### src/rtl/ex_mem_pkg.sv
`default_nettype none
// +----------------------------------------------------------------------+
// | ex_mem_pkg                                                             |
// | Shared encodings for the EX/MEM stage: ALU ops, divide ops, store      |
// | sizes, branch compare kinds, result select and divider FSM states.     |
// | Revision: 1.0                                                          |
// +----------------------------------------------------------------------+
package ex_mem_pkg;

    typedef enum logic [3:0] {
        ALU_ADD   = 4'd0,
        ALU_SUB   = 4'd1,
        ALU_SLL   = 4'd2,
        ALU_SLT   = 4'd3,
        ALU_SLTU  = 4'd4,
        ALU_XOR   = 4'd5,
        ALU_SRL   = 4'd6,
        ALU_SRA   = 4'd7,
        ALU_OR    = 4'd8,
        ALU_AND   = 4'd9,
        ALU_PASSB = 4'd10
    } alu_op_e;

    typedef enum logic [1:0] {
        DIV_DIV  = 2'd0,
        DIV_DIVU = 2'd1,
        DIV_REM  = 2'd2,
        DIV_REMU = 2'd3
    } div_op_e;

    typedef enum logic [2:0] {
        ST_NONE = 3'd0,
        ST_B    = 3'd1,
        ST_H    = 3'd2,
        ST_W    = 3'd3,
        ST_D    = 3'd4
    } st_size_e;

    // branch_i[1:0] compare kind; branch_i[2] inverts the outcome
    localparam logic [1:0] BR_NONE = 2'b00;
    localparam logic [1:0] BR_EQ   = 2'b01;
    localparam logic [1:0] BR_LT   = 2'b10;
    localparam logic [1:0] BR_LTU  = 2'b11;

    localparam logic [1:0] FWD_MEM = 2'b01;
    localparam logic [1:0] FWD_WB  = 2'b10;

    typedef enum logic [1:0] {
        RES_ALU  = 2'd0,
        RES_DIV  = 2'd1,
        RES_PC4  = 2'd2,
        RES_KEEP = 2'd3
    } res_sel_e;

    typedef enum logic [1:0] {
        DIV_IDLE = 2'd0,
        DIV_BUSY = 2'd1,
        DIV_DONE = 2'd2
    } div_state_e;

    // Number of bytes written by a store size code (0 means no store)
    function automatic int st_bytes(input logic [2:0] size);
        case (st_size_e'(size))
            ST_B:    return 1;
            ST_H:    return 2;
            ST_W:    return 4;
            ST_D:    return 8;
            default: return 0;
        endcase
    endfunction

endpackage
`default_nettype wire

### src/rtl/ex_mem_stage_div.sv
`default_nettype none
// +----------------------------------------------------------------------+
// | ex_div                                                                 |
// | Iterative restoring divider, one quotient bit per cycle, with          |
// | start/busy/done handshake and flush abort. Signed ops divide the       |
// | magnitudes and fix signs in the DONE state.                            |
// | Revision: 1.0                                                          |
// +----------------------------------------------------------------------+
module ex_div
    import ex_mem_pkg::*;
#(
    parameter int XLEN = 32
) (
    input  logic            clk,
    input  logic            rst,
    input  logic            start_i,
    input  logic            hold_i,
    input  logic            flush_i,
    input  logic [1:0]      op_i,
    input  logic [XLEN-1:0] a_i,
    input  logic [XLEN-1:0] b_i,
    output logic            busy_o,
    output logic            done_o,
    output logic [XLEN-1:0] result_o
);
    localparam int CW = $clog2(XLEN);

    div_state_e      state_q;
    logic [CW-1:0]   cnt_q;
    logic [XLEN-1:0] quo_q;
    logic [XLEN-1:0] rem_q;
    logic [XLEN-1:0] dvs_q;
    logic            rem_sel_q;
    logic            neg_a_q;
    logic            neg_q_q;
    logic            div0_q;

    logic            start;
    logic            neg_a;
    logic            neg_b;
    logic [XLEN-1:0] mag_a;
    logic [XLEN-1:0] mag_b;
    logic [XLEN:0]   shift;
    logic [XLEN:0]   diff;
    logic            ge;
    logic [XLEN-1:0] quo_fix;
    logic [XLEN-1:0] rem_fix;

    // Operand preparation, one restoring step and final sign correction
    always_comb begin
        start   = start_i && !hold_i && !flush_i;
        neg_a   = !op_i[0] && a_i[XLEN-1];
        neg_b   = !op_i[0] && b_i[XLEN-1];
        mag_a   = neg_a ? -a_i : a_i;
        mag_b   = neg_b ? -b_i : b_i;
        shift   = {rem_q, quo_q[XLEN-1]};
        diff    = shift - {1'b0, dvs_q};
        ge      = !diff[XLEN];
        // divide-by-zero leaves the raw all-ones quotient unsigned
        quo_fix = div0_q ? '1 : (neg_q_q ? -quo_q : quo_q);
        rem_fix = neg_a_q ? -rem_q : rem_q;
    end

    assign busy_o   = (state_q == DIV_BUSY) ||
                      ((state_q == DIV_IDLE) && start && !rst);
    assign done_o   = (state_q == DIV_DONE);
    assign result_o = rem_sel_q ? rem_fix : quo_fix;

    // Divider FSM: latch operands on start, XLEN iterations, hold result
    always_ff @(posedge clk or posedge rst) begin
        if (rst) begin
            state_q   <= DIV_IDLE;
            cnt_q     <= '0;
            quo_q     <= '0;
            rem_q     <= '0;
            dvs_q     <= '0;
            rem_sel_q <= 1'b0;
            neg_a_q   <= 1'b0;
            neg_q_q   <= 1'b0;
            div0_q    <= 1'b0;
        end else begin
            case (state_q)
                DIV_IDLE: begin
                    if (start) begin
                        state_q   <= DIV_BUSY;
                        cnt_q     <= '0;
                        quo_q     <= mag_a;
                        rem_q     <= '0;
                        dvs_q     <= mag_b;
                        rem_sel_q <= op_i[1];
                        neg_a_q   <= neg_a;
                        neg_q_q   <= neg_a ^ neg_b;
                        div0_q    <= (b_i == '0);
                    end
                end
                DIV_BUSY: begin
                    if (flush_i) begin
                        state_q <= DIV_IDLE;
                    end else begin
                        quo_q <= {quo_q[XLEN-2:0], ge};
                        rem_q <= ge ? diff[XLEN-1:0] : shift[XLEN-1:0];
                        cnt_q <= cnt_q + 1'b1;
                        if (cnt_q == CW'(XLEN - 1)) begin
                            state_q <= DIV_DONE;
                        end
                    end
                end
                DIV_DONE: begin
                    if (flush_i || !hold_i) begin
                        state_q <= DIV_IDLE;
                    end
                end
                default: state_q <= DIV_IDLE;
            endcase
        end
    end

endmodule
`default_nettype wire

### src/rtl/ex_mem_stage.sv
`default_nettype none
// +----------------------------------------------------------------------+
// | ex_mem_stage                                                           |
// | Execute stage (forwarding, ALU, branch compare, store lane steering,   |
// | iterative divider) and the EX/MEM pipeline register.                   |
// | Revision: 1.0                                                          |
// +----------------------------------------------------------------------+
module ex_mem_stage
    import ex_mem_pkg::*;
#(
    parameter int XLEN = 32,
    parameter int RD_W = 6
) (
    input  logic            clk,
    input  logic            rst,
    input  logic            hold_i,
    input  logic            flush_i,
    input  logic [1:0]      fwd1_sel_i,
    input  logic [1:0]      fwd2_sel_i,
    input  logic [XLEN-1:0] rs1_i,
    input  logic [XLEN-1:0] rs2_i,
    input  logic [XLEN-1:0] fwd_mem_i,
    input  logic [XLEN-1:0] fwd_wb_i,
    input  logic [XLEN-1:0] pc_i,
    input  logic [XLEN-1:0] imm_i,
    input  logic            a_pc_i,
    input  logic            b_imm_i,
    input  logic [3:0]      alu_ctrl_i,
    input  logic            div_start_i,
    input  logic [1:0]      div_op_i,
    input  logic [1:0]      res_sel_i,
    input  logic [RD_W-1:0] rd_i,
    input  logic            wb_en_i,
    input  logic [2:0]      load_i,
    input  logic [2:0]      store_i,
    input  logic [2:0]      branch_i,
    output logic            ex_busy_o,
    output logic            taken_o,
    output logic [XLEN-1:0] alu_o,
    output logic [XLEN-1:0] st_data_o,
    output logic [XLEN/8-1:0] bweb_o,
    output logic            misalign_o,
    output logic [XLEN-1:0] res_mem_o,
    output logic [RD_W-1:0] rd_mem_o,
    output logic            wb_en_mem_o,
    output logic [2:0]      load_mem_o
);
    localparam int NB = XLEN / 8;
    localparam int OW = $clog2(NB);
    localparam int SW = $clog2(XLEN);

    logic [XLEN-1:0] rs1_f;
    logic [XLEN-1:0] rs2_f;
    logic [XLEN-1:0] op_a;
    logic [XLEN-1:0] op_b;
    logic [XLEN-1:0] alu;
    logic            cmp;
    logic            div_busy;
    logic            div_done;
    logic [XLEN-1:0] div_res;
    logic [XLEN-1:0] res_d;
    int              sz;
    int              off;

    logic [XLEN-1:0] res_mem_q;
    logic [RD_W-1:0] rd_mem_q;
    logic            wb_en_mem_q;
    logic [2:0]      load_mem_q;

    // Forwarding muxes first, then the PC/immediate operand selection
    always_comb begin
        case (fwd1_sel_i)
            FWD_MEM: rs1_f = fwd_mem_i;
            FWD_WB:  rs1_f = fwd_wb_i;
            default: rs1_f = rs1_i;
        endcase
        case (fwd2_sel_i)
            FWD_MEM: rs2_f = fwd_mem_i;
            FWD_WB:  rs2_f = fwd_wb_i;
            default: rs2_f = rs2_i;
        endcase
        op_a = a_pc_i  ? pc_i  : rs1_f;
        op_b = b_imm_i ? imm_i : rs2_f;
    end

    // ALU
    always_comb begin
        case (alu_op_e'(alu_ctrl_i))
            ALU_ADD:   alu = op_a + op_b;
            ALU_SUB:   alu = op_a - op_b;
            ALU_SLL:   alu = op_a << op_b[SW-1:0];
            ALU_SLT:   alu = {{(XLEN-1){1'b0}}, $signed(op_a) < $signed(op_b)};
            ALU_SLTU:  alu = {{(XLEN-1){1'b0}}, op_a < op_b};
            ALU_XOR:   alu = op_a ^ op_b;
            ALU_SRL:   alu = op_a >> op_b[SW-1:0];
            ALU_SRA:   alu = $unsigned($signed(op_a) >>> op_b[SW-1:0]);
            ALU_OR:    alu = op_a | op_b;
            ALU_AND:   alu = op_a & op_b;
            ALU_PASSB: alu = op_b;
            default:   alu = '0;
        endcase
    end

    assign alu_o = alu;

    // Branch compare on forwarded register values (never PC/imm)
    always_comb begin
        case (branch_i[1:0])
            BR_EQ:   cmp = (rs1_f == rs2_f);
            BR_LT:   cmp = ($signed(rs1_f) < $signed(rs2_f));
            BR_LTU:  cmp = (rs1_f < rs2_f);
            default: cmp = 1'b0;
        endcase
        taken_o = (branch_i[1:0] != BR_NONE) && (cmp ^ branch_i[2]);
    end

    // Store lane steering: shift data to the byte offset, enable lanes low
    always_comb begin
        sz         = st_bytes(store_i);
        off        = int'(alu[OW-1:0]);
        st_data_o  = rs2_f;
        bweb_o     = '1;
        misalign_o = 1'b0;
        if (sz != 0) begin
            st_data_o = rs2_f << {alu[OW-1:0], 3'b000};
            if ((sz > NB) || ((off % sz) != 0)) begin
                misalign_o = 1'b1;
            end else begin
                for (int i = 0; i < NB; i++) begin
                    if ((i >= off) && (i < off + sz)) begin
                        bweb_o[i] = 1'b0;
                    end
                end
            end
        end
    end

    ex_div #(
        .XLEN (XLEN)
    ) u_div (
        .clk      (clk),
        .rst      (rst),
        .start_i  (div_start_i),
        .hold_i   (hold_i),
        .flush_i  (flush_i),
        .op_i     (div_op_i),
        .a_i      (rs1_f),
        .b_i      (rs2_f),
        .busy_o   (div_busy),
        .done_o   (div_done),
        .result_o (div_res)
    );

    assign ex_busy_o = div_busy;

    // Result select for the MEM register; 'keep' and an unfinished divide hold the old value
    always_comb begin
        case (res_sel_e'(res_sel_i))
            RES_ALU: res_d = alu;
            RES_DIV: res_d = div_done ? div_res : res_mem_q;
            RES_PC4: res_d = pc_i + XLEN'(4);
            default: res_d = res_mem_q;
        endcase
    end

    // EX/MEM register: hold freezes, flush/busy inject a bubble, else load
    always_ff @(posedge clk or posedge rst) begin
        if (rst) begin
            res_mem_q   <= '0;
            rd_mem_q    <= '0;
            wb_en_mem_q <= 1'b0;
            load_mem_q  <= '0;
        end else if (hold_i) begin
            if (flush_i) begin
                wb_en_mem_q <= 1'b0;
                load_mem_q  <= '0;
            end
        end else if (flush_i || div_busy) begin
            rd_mem_q    <= '0;
            wb_en_mem_q <= 1'b0;
            load_mem_q  <= '0;
        end else begin
            res_mem_q   <= res_d;
            rd_mem_q    <= rd_i;
            wb_en_mem_q <= wb_en_i;
            load_mem_q  <= load_i;
        end
    end

    assign res_mem_o   = res_mem_q;
    assign rd_mem_o    = rd_mem_q;
    assign wb_en_mem_o = wb_en_mem_q;
    assign load_mem_o  = load_mem_q;

endmodule
`default_nettype wire

### config.mk
export PLATFORM = sky130hd
export DESIGN_NAME = ex_mem_stage
export DESIGN_NICKNAME = d
export VERILOG_FILES = /design/src/rtl/ex_mem_pkg.sv /design/src/rtl/ex_mem_stage_div.sv /design/src/rtl/ex_mem_stage.sv
export SDC_FILE = /design/constraint.sdc
export NUM_CORES = 2
export LEC_CHECK = 0
export ABC_AREA = 1
export CORE_MARGIN = 1.5
export CORE_UTILIZATION = 32
export CTS_BUF_LIST = sky130_fd_sc_hd__clkbuf_8 sky130_fd_sc_hd__clkbuf_16
export DETAILED_ROUTE_END_ITERATION = 16
export PLACE_DENSITY_LB_ADDON = 0.05
export SETUP_SLACK_MARGIN = 0.15
export SYNTH_ARGS = -nofsm -noshare
export SYNTH_HDL_FRONTEND = slang
export SYNTH_SLANG_ARGS = --single-unit
### constraint.sdc
create_clock -name clk -period 76.6 [get_ports clk]
set_clock_uncertainty 0.15 [all_clocks]
set_input_delay 7.66 -clock clk [delete_from_list [all_inputs] [get_ports clk]]
set_output_delay 7.66 -clock clk [all_outputs]
set_load 0.1 [all_outputs]
==> flow_summary_export.csv <==
group,metric,value,unit
critical_path,critPathMostFrequentCell,"inv_1",
clock_tree,cts_made_buffers,17,
detailed_routing,dr.pass1.iters,7,
critical_path,worstSetupPathType,"in -> out",
timing,worst-slew-pin-transition,1.209,ns
clock_tree,tritoncts,"done",
detailed_routing,wl_per_cell,22.63,um
logic_synthesis,async_reset_ff_share,100.0,%
logic_synthesis,synth.avg_cell_area,5.878,um2
logic_synthesis,syn_nets,9271,
global_routing,track_usage,29.51,%
floorplan,num_rows,147,
timing,hold_viol,0,
global_routing,grt_pass1_wl,364400,um
detailed_routing,antenna_left,0,
detailed_routing,via_per_inst,5.314,
floorplan,die_h,404.6,um
logic_synthesis,synth.top_cells.by_area,"nand2_1 15%, inv_1 7.7%, dfrtp_1 7.2%",
timing,rsz0062_at_grt,"false",
job,cap_violations,0,
clock_tree,ctsHtreeMaxLevel,4,
global_routing,grt_max_degree,93,
detailed_routing,num_vias,59310,
logic_synthesis,synth_seq_area_share,7.224,%
final_layout,synthToLayoutAreaGrowth,11.34,%
logic_synthesis,ys_types,100,
final_layout,drive_gt1_share,17.20,%
clock_tree,root_buffer,"clkbuf_16",
floorplan,ioPinCount,340,
critical_path,critPathCaptureType,"primary output",
clock_tree,insertion_delay,0.51,ns
worst_hold_path,hold_path.class,"reg -> reg",
logic_synthesis,synth_top_area_cell,"nand2_1",
floorplan,start_util,32.18,%
place,dp_hpwl,208700,um
global_routing,antenna_found_initial,27,
global_routing,grt_pass1_vias,55380,
logic_synthesis,synth-seq-cells,149,
detailed_routing,drc,0,
final_layout,mostFrequentLayoutCells,"2102 x nand2_1, 1052 x inv_1, 797 x nor2_1",
status,outcome,"complete, no violations",
floorplan,core,0.1604,mm2
critical_path,max_stage_delay,0.54,ns
timing,max_freq,14.02,MHz
final_layout,nets,9464,
critical_path,crit_required,68.79,ns
timing,setup-tns-final,0,ns
clock_tree,clkTransAtPathRegs,0.07,ns
logic_synthesis,synthCells,8781,
clock_tree,clock_sinks,149,
logic_synthesis,synth-edff-count,0,
logic_synthesis,synth_top_area_share,15.30,%
final_layout,fillers,18200,
floorplan,chipWidth,404.6,um
timing,finalSetupViolCount,0,
final_layout,final_common_cell,"nand2_1",
global_routing,grt_overflow,0,
critical_path,start_kind,"input port",
critical_path,slowest_stage,"clkdlybuf4s50_1",
timing,report.final.slew_viol_count,0,
timing,slew_headroom,18.39,%
clock_tree,cts.path.max_buffers,2,
critical_path,crit_fanout,65,
detailed_routing,drt_iter0_drc,4994,
logic_synthesis,ys.flop_type,"dfrtp_1",
critical_path,worstPathArrival,63.50,ns
logic_synthesis,synth_area,0.05161,mm2
place,port_buffers,339,
floorplan,dieArea,0.1637,mm2
timing,period_needed,71.31,ns
detailed_routing,drt_wl_total,252500,um
place,gp_congestion,1.019,
clock_tree,holdBufCountCts,0,
timing,period_share,93.10,%
logic_synthesis,ys_warn_count,0,
[worst max-delay path: cells and delay by family]
family,cells,cell delay [ns]
AO/OA/AOI/OAI,68,13.48
AND/OR/NAND/NOR,161,24.41
buffers and inverters,54,6.27
adder cells (fa/ha/maj),32,11.39
[metrics by stage]
stage | util (%) | cells | hold slack, ns | worst slack, ns | cell area (um2)
floorplan | - | 8781 | 0.3024 | 9.531 | 51610
global placement | 35.10 | 11080 | 0.3110 | 0.2998 | 56290
detailed placement | 35.10 | 11080 | 0.3183 | -1.381 | 56290
CTS | 35.47 | 11120 | 0.3357 | 0.2306 | 56880
global route | 35.82 | 11150 | 0.3536 | 0.1850 | 57450
finish | 35.83 | 11160 | 0.3331 | 5.287 | 57470
[final timing paths]
kind	slack, ns	depth (start not counted)	end	from
max reg2reg	69.98	41	u_div.rem_q[18]	u_div.quo_q[31]
max in group asynchronous	67.23	3	u_div.dvs_q[3]	rst
min reg2reg	0.33	2	rd_mem_o[0]	rd_mem_o[0]
min	0.33	2	rd_mem_o[0]	rd_mem_o[0]
min in group asynchronous	7.63	2	u_div.state_q[0]	rst
max	5.29	315	bweb_o[2]	fwd1_sel_i[0]
[logic make-up (layout without fill, tap and decap cells)]
| kind of cell | after synthesis | after routing | synth area share, % |
|---|---|---|---|
| and+or+nand+nor | 5057 | 5066 | 50.39 |
| buffers and inverters | 1586 | 1783 | 14.84 |
| AOI/OAI and AO/OA | 1544 | 1544 | 17.97 |
| adders and majority gates | 263 | 263 | 6.448 |
| xor gates and xnor gates | 178 | 178 | 3.050 |
| DFF | 149 | 149 | 7.224 |
| muxes | 4 | 4 | 0.07758 |
| other | 0 | 13 | 0 |
[cell type report]
| class | instances | area (um2) | share of cell area (%) |
|---|---|---|---|
| flip-flops and latches | 149 | 3729 | 6.488 |
| multi-input cells | 7055 | 40680 | 70.78 |
| well taps | 2160 | 2703 | 4.703 |
| diodes | 13 | 32.53 | 0.05661 |
| clock inverters | 15 | 117.6 | 0.2047 |
| inverters | 1297 | 5435 | 9.458 |
| repair buffers | 454 | 4348 | 7.566 |
| clock buffers | 17 | 425.4 | 0.7403 |
[per-layer routing]
metal / part of all wire (%) / GRT usage (%)
met5: 0.073 / 0
met4: 5.4 / 14.45
met3: 5.6 / 4.007
met1: 44 / 38.02
met2: 45 / 48.13
[cells in the mapped netlist (16+ instances only)]
cell / n
ha_1: 258
nand2_4: 136
dfrtp_1: 149
clkinv_1: 44
o21bai_1: 37
bufinv_8: 19
nand4_1: 185
a21oi_1: 408
o22ai_1: 65
nand3b_1: 72
o211ai_1: 62
inv_1: 1055
inv_4: 17
nor4_1: 20
buf_6: 32
nor2_2: 142
nor2_1: 807
clkbuf_1: 132
nand2_1: 2104
xor2_1: 145
o21ai_0: 546
o31ai_1: 24
inv_2: 105
a31oi_1: 26
nand3_4: 39
o221ai_1: 45
a221o_1: 20
nand2_2: 379
nand3_1: 658
nor2_4: 70
buf_1: 16
a221oi_1: 16
xnor2_1: 31
nand3_2: 196
clkinv_2: 20
or2_2: 37
o21ai_1: 102
buf_8: 50
o21ai_2: 72
buf_2: 18
nor3_1: 125
or2_1: 20
[sequential cells by signal, summed over array words and instances (netlist names)]
register,count
load_mem_o,3
rd_mem_o,6
res_mem_o,32
u_div.cnt_q,5
u_div.div0_q,1
u_div.dvs_q,32
u_div.neg_a_q,1
u_div.neg_q_q,1
u_div.quo_q,32
u_div.rem_q,32
u_div.rem_sel_q,1
u_div.state_q,2
wb_en_mem_o,1
[what timing repair did]
action                     4_1_cts  5_1_grt
hold endpoints to repair         0        0
resized for setup                7       57
cloned                           1        8
buffers inserted                 0       22
pin swaps                        1       15
setup endpoints to repair        5        5
Power is left out: the tool's default activity adds up to more than one toggle a clock period on the data nets, which glitch-free logic cannot reach.
